===== config.mk =====
export PLATFORM = sky130hd
export DESIGN_NAME = ws2812b_frame_controller
export DESIGN_NICKNAME = d
export VERILOG_FILES = /design/src/rtl/ws2812b_frame_controller.sv
export SDC_FILE = /design/constraint.sdc
export NUM_CORES = 1
export LEC_CHECK = 0
export ABC_AREA = 1
export CORE_MARGIN = 5
export CORE_UTILIZATION = 45
export DETAILED_ROUTE_END_ITERATION = 7
export PLACE_DENSITY = 0.78
export RECOVER_POWER = 25
export SLEW_MARGIN = 15
export SYNTH_ARGS = -nofsm -noshare
export SYNTH_HDL_FRONTEND = slang
export SYNTH_SLANG_ARGS = --single-unit

===== constraint.sdc =====
create_clock -name clk -period 2.2 [get_ports clk]
set_clock_uncertainty 0.2 [all_clocks]
set_input_delay 0.33 -clock clk [delete_from_list [all_inputs] [get_ports clk]]
set_output_delay 0.33 -clock clk [all_outputs]
set_load 0.01 [all_outputs]

===== src/rtl/ws2812b_frame_controller.sv =====
`default_nettype none
// +--------------------------------------------------------------------------+
// | ws2812b_frame_controller                                                 |
// | Frame sequencer: counts bits/pixels, captures the addressed pixel and    |
// | drives downstream forwarding for the impostor WS2812b peripheral.        |
// | Revision: 1.0                                                            |
// +--------------------------------------------------------------------------+
module ws2812b_frame_controller #(
  parameter int PIXEL_BITS = 24,
  parameter int IDX_W      = 8
) (
  input  logic                  clk,
  input  logic                  rst_n,
  input  logic                  idle,
  input  logic                  bit_valid,
  input  logic                  bit_value,
  input  logic [IDX_W-1:0]      target_index,
  input  logic                  capture_en,
  input  logic                  clear_valid,
  output logic [PIXEL_BITS-1:0] pixel_data,
  output logic                  pixel_valid,
  output logic                  forward_en,
  output logic                  frame_done,
  output logic [IDX_W-1:0]      frame_pixels,
  output logic                  partial_err,
  output logic                  overflow
);

  localparam int                CNT_W    = (PIXEL_BITS > 1) ? $clog2(PIXEL_BITS) : 1;
  localparam logic [CNT_W-1:0]  LAST_BIT = CNT_W'(PIXEL_BITS - 1);
  localparam logic [IDX_W-1:0]  IDX_MAX  = {IDX_W{1'b1}};

  typedef enum logic [1:0] {
    SYNC    = 2'd0,
    READY   = 2'd1,
    RECEIVE = 2'd2
  } state_t;

  state_t                state_q, state_d;
  logic [CNT_W-1:0]      bit_cnt_q, bit_cnt_d;
  logic [IDX_W-1:0]      pixel_cnt_q, pixel_cnt_d;
  logic [PIXEL_BITS-1:0] shift_q, shift_d;
  logic [IDX_W-1:0]      target_q, target_d;
  logic                  cap_q, cap_d;
  logic                  ovf_run_q, ovf_run_d;
  logic [PIXEL_BITS-1:0] pixel_data_q, pixel_data_d;
  logic                  pixel_valid_q, pixel_valid_d;
  logic                  forward_en_q, forward_en_d;
  logic                  frame_done_q, frame_done_d;
  logic [IDX_W-1:0]      frame_pixels_q, frame_pixels_d;
  logic                  partial_err_q, partial_err_d;
  logic                  overflow_q, overflow_d;

  logic                  take_bit;
  logic [PIXEL_BITS-1:0] next_word;
  logic [IDX_W-1:0]      tgt_sel;
  logic                  cap_sel;

  always_comb begin
    state_d        = state_q;
    bit_cnt_d      = bit_cnt_q;
    pixel_cnt_d    = pixel_cnt_q;
    shift_d        = shift_q;
    target_d       = target_q;
    cap_d          = cap_q;
    ovf_run_d      = ovf_run_q;
    pixel_data_d   = pixel_data_q;
    pixel_valid_d  = pixel_valid_q;
    forward_en_d   = forward_en_q;
    frame_done_d   = 1'b0;
    frame_pixels_d = frame_pixels_q;
    partial_err_d  = partial_err_q;
    overflow_d     = overflow_q;

    // Idle always wins over a coincident bit strobe.
    take_bit  = bit_valid && !idle && ((state_q == READY) || (state_q == RECEIVE));
    next_word = {shift_q[PIXEL_BITS-2:0], bit_value};
    tgt_sel   = (state_q == READY) ? target_index : target_q;
    cap_sel   = (state_q == READY) ? capture_en   : cap_q;

    case (state_q)
      SYNC: begin
        if (idle) state_d = READY;
      end
      READY: begin
        if (take_bit) begin
          state_d  = RECEIVE;
          target_d = target_index;
          cap_d    = capture_en;
        end
      end
      RECEIVE: begin
        if (idle) begin
          state_d        = READY;
          frame_done_d   = 1'b1;
          frame_pixels_d = pixel_cnt_q;
          partial_err_d  = (bit_cnt_q != '0);
          overflow_d     = ovf_run_q;
          forward_en_d   = 1'b0;
          bit_cnt_d      = '0;
          pixel_cnt_d    = '0;
          ovf_run_d      = 1'b0;
        end
      end
      default: state_d = SYNC;
    endcase

    if (clear_valid) pixel_valid_d = 1'b0;

    if (take_bit) begin
      shift_d = next_word;
      if (bit_cnt_q == LAST_BIT) begin
        bit_cnt_d = '0;
        // A saturated counter means this pixel has no valid index.
        if (pixel_cnt_q == IDX_MAX) begin
          ovf_run_d = 1'b1;
        end else begin
          pixel_cnt_d = pixel_cnt_q + IDX_W'(1);
          if (cap_sel && (pixel_cnt_q == tgt_sel)) begin
            pixel_data_d  = next_word;
            pixel_valid_d = 1'b1;
            forward_en_d  = 1'b1;
          end
        end
      end else begin
        bit_cnt_d = bit_cnt_q + CNT_W'(1);
      end
    end
  end

  always_ff @(posedge clk or negedge rst_n) begin
    if (!rst_n) begin
      state_q        <= SYNC;
      bit_cnt_q      <= '0;
      pixel_cnt_q    <= '0;
      shift_q        <= '0;
      target_q       <= '0;
      cap_q          <= 1'b0;
      ovf_run_q      <= 1'b0;
      pixel_data_q   <= '0;
      pixel_valid_q  <= 1'b0;
      forward_en_q   <= 1'b0;
      frame_done_q   <= 1'b0;
      frame_pixels_q <= '0;
      partial_err_q  <= 1'b0;
      overflow_q     <= 1'b0;
    end else begin
      state_q        <= state_d;
      bit_cnt_q      <= bit_cnt_d;
      pixel_cnt_q    <= pixel_cnt_d;
      shift_q        <= shift_d;
      target_q       <= target_d;
      cap_q          <= cap_d;
      ovf_run_q      <= ovf_run_d;
      pixel_data_q   <= pixel_data_d;
      pixel_valid_q  <= pixel_valid_d;
      forward_en_q   <= forward_en_d;
      frame_done_q   <= frame_done_d;
      frame_pixels_q <= frame_pixels_d;
      partial_err_q  <= partial_err_d;
      overflow_q     <= overflow_d;
    end
  end

  assign pixel_data   = pixel_data_q;
  assign pixel_valid  = pixel_valid_q;
  assign forward_en   = forward_en_q;
  assign frame_done   = frame_done_q;
  assign frame_pixels = frame_pixels_q;
  assign partial_err  = partial_err_q;
  assign overflow     = overflow_q;

endmodule
`default_nettype wire


==> results.txt <==
1st-pass router iterations - 5
max-cap viol count - 0
Final setup viols - 0
WL met1 - 3580 um
Slew @ Worst Pin - 0.9340 ns
Synth top area share - 0.5601
vias in the first global route - 2981
Tot Pwr - 5.168 mW
unique cell type count in the Yosys netlist - 29
DR vias/cell - 5.115
H-tree Lvls - 3
Final period util - 0.9579
Inserted Diodes - 0
Clock Tree Buf Depth - 2
number of port buffers - 51
Iteration-0 DRC Markers - 220
Synth Register Bits - 85
Synth area leaders - dfrtp_1, nand2_1, nand3_1
Hold/Removal Path Class - input pin to async pin
routed wl met2 - 4128 um
Top Metal Used - met4
# IOs - 52
Clk pwr share - 0.203
sequential share of the synthesized area - 0.5601
first-pass GRT wire length - 13920 um
Syn Nets - 460
WL final - 8437 um
crit start category - flop
post-layout instance area - 4762 um^2
Clock Tree Root - clkbuf_8
DRC viols - 0
average size of a mapped cell - 8.670 um^2
die area - 10380 um^2
WL met3 - 523 um
WP data required - 2.30 ns
CTS tree - done
Power Dens Cells - 1085 nW/um^2
NetSw - 1.962 mW
Max transition margin - 0.3774
Comb power frac - 0.373
most numerous cell in the Yosys netlist - nand2_1
aggregate global-route resource usage - 0.1707
maximum clock frequency - 474.5 MHz
P_int - 3.206 mW
placed inst area - 4453 um^2
initial antenna violation count - 0
Clock transition at path regs - 0.09 ns
Layout Nets - 521
Peak VDD IR - 536.1 uV
Starting Density - 0.4622
ANT nets after route - 0
area grow syn2layout - 25.40%
fin crit period - 2.107 ns
pins over their slew limit - 0
TritonCTS buffer count - 9
Synthesis Warnings - 0
GP Congestion - 0.8446
Num Clock Sinks - 85
Setup CP Type - flop to flop
largest area contributor in the netlist - dfrtp_1
count of flip-flops with a built-in enable after synthesis - 0
Net Sw Frac - 0.3797
WL per Instance - 13.85 um
final hold violation count - 0
Vias - 3115
Post-Synthesis Cells - 438
HPWL after detailed placement - 5792 um
total grt overflow - 0
worst-skew pair later-pin latency - 0.35 ns
CP max FO - 12
die width - 101.9 um
fillers - 723
crit path DAT - 2.20 ns
Lkg Pwr - 2.423 nW
Crit. End Element - flop
core area - 8217 um^2
Synth top cells by count - nand2_1, dfrtp_1, nand3_1, inv_1, o21ai_0
post-layout util - 0.5796
Rows - 33
Die Ht - 101.9 um
layout cells sized above 1 - 0.1032
Sequential Power Share - 0.424
Post-Synthesis Cell Area - 3797 um^2
Most used DFF post-synth - dfrtp_1
run status - finished, final reports clean
Async S/R FF share, synth - 1.000
pin count of the biggest net entering global routing - 40
[sequential cells by signal (all words and copies together) (netlist names)]
| register | count |
|---|---|
| bit_cnt_q | 5 |
| cap_q | 1 |
| forward_en | 1 |
| frame_done | 1 |
| frame_pixels | 8 |
| overflow | 1 |
| ovf_run_q | 1 |
| partial_err | 1 |
| pixel_cnt_q | 8 |
| pixel_data | 24 |
| pixel_valid | 1 |
| shift_q | 23 |
| state_q | 2 |
| target_q | 8 |
[final timing paths]
| kind | start | to | slack [ns] | cells past startpoint |
|---|---|---|---|---|
| min | rst_n | target_q[2] | 0.20 | 2 |
| max in group asynchronous | rst_n | shift_q[10] | 0.40 | 3 |
| min reg2reg | pixel_data[17] | pixel_data[17] | 0.28 | 2 |
| min in group clk | pixel_data[17] | pixel_data[17] | 0.28 | 2 |
| max reg2reg | state_q[0] | pixel_data[3] | 0.09 | 11 |
| max | state_q[0] | pixel_data[3] | 0.09 | 11 |
[metal layers]
metal | vias to the layer above | track usage
met5 | - | 0
met4 | 0 | 0.08678
met3 | 18 | 0.02867
met2 | 93 | 0.2691
met1 | 1505 | 0.2290
li1 | 1499 | -
[power groups by stage]
stage	registers [mW]	logic, mW	clock network (mW)
finish	2.19	1.93	1.05
global route	2.24	2.14	1.16
CTS	2.18	1.67	1.07
detailed placement	2.20	1.64	0
global placement	2.19	1.56	0
floorplan	2.18	1.09	0
[cells in the final DEF, fill, tap and decap left out, drive strengths merged, types with 2 or more instances in the layout]
cell / n
xor2: 6
clkinv: 3
o21ai: 30
dfrtp: 85
inv: 36
clkbuf: 13
clkdlybuf4s50: 50
mux2: 5
ha: 7
clkinvlp: 2
nor2: 20
a21oi: 3
nand3: 38
nand2: 184
o22ai: 4
buf: 11
o31ai: 2
[final cells by class]
cell class | count | area [um^2] | share of cell area
clock inverter | 6 | 52.55 | 0.01104
sequential | 85 | 2128 | 0.4469
multi-input combinational | 303 | 1489 | 0.3127
clock buffer | 10 | 137.6 | 0.02890
timing repair buffer | 65 | 689.4 | 0.1448
inverter | 35 | 133.9 | 0.02811
tap | 105 | 131.4 | 0.02759
[cell families (layout without fill, tap and decap cells)]
group                    after synthesis  in the layout  share of synthesized area
AND/OR/NAND/NOR                      242            243                     0.2669
AO/OA/AOI/OAI                         42             42                    0.06062
multiplexers                           5              5                    0.01483
XOR/XNOR                               6              6                    0.01384
buffers and inverters                 51            116                    0.06063
adder cells (fa/ha/maj)                7              7                    0.02306
flip-flops                            85             85                     0.5601
[worst max-delay path, cell delays in order, from the launching register on]
cell and delay (ns):
dfrtp_1 0.42, inv_1 0.10, ha_1 0.28, nand2_1 0.07, nor2_4 0.13, nand2_2 0.10
nor2_4 0.10, nand2_2 0.09, nor2_8 0.21, buf_12 0.17, nand3_1 0.09, nand2_1 0.09
[metrics by stage]
| stage | setup slack [ns] | setup TNS (ns) | hold slack, ns | cells |
|---|---|---|---|---|
| global route | -0.02507 | -0.03849 | 0.2274 | 609 |
| global placement | 0.03026 | 0 | 0.05194 | 588 |
| CTS | -0.01130 | -0.01130 | 0.2066 | 605 |
| floorplan | 0.1675 | 0 | -0.1656 | 438 |
| detailed placement | -0.008574 | -0.01707 | 0.05227 | 588 |
| finish | 0.09260 | 0 | 0.2009 | 609 |
[repair_timing]
| action | in CTS | in global routing |
|---|---|---|
| hold endpoints to repair | 53 | 0 |
| endpoints found under the setup margin | 5 | 30 |
| hold buffers | 1 | 0 |
| pin swaps | 0 | 4 |
| gates resized for setup | 1 | 10 |
| cloned | 0 | 3 |
| buffers inserted | 0 | 1 |
Power figures use the tool's default switching activity.
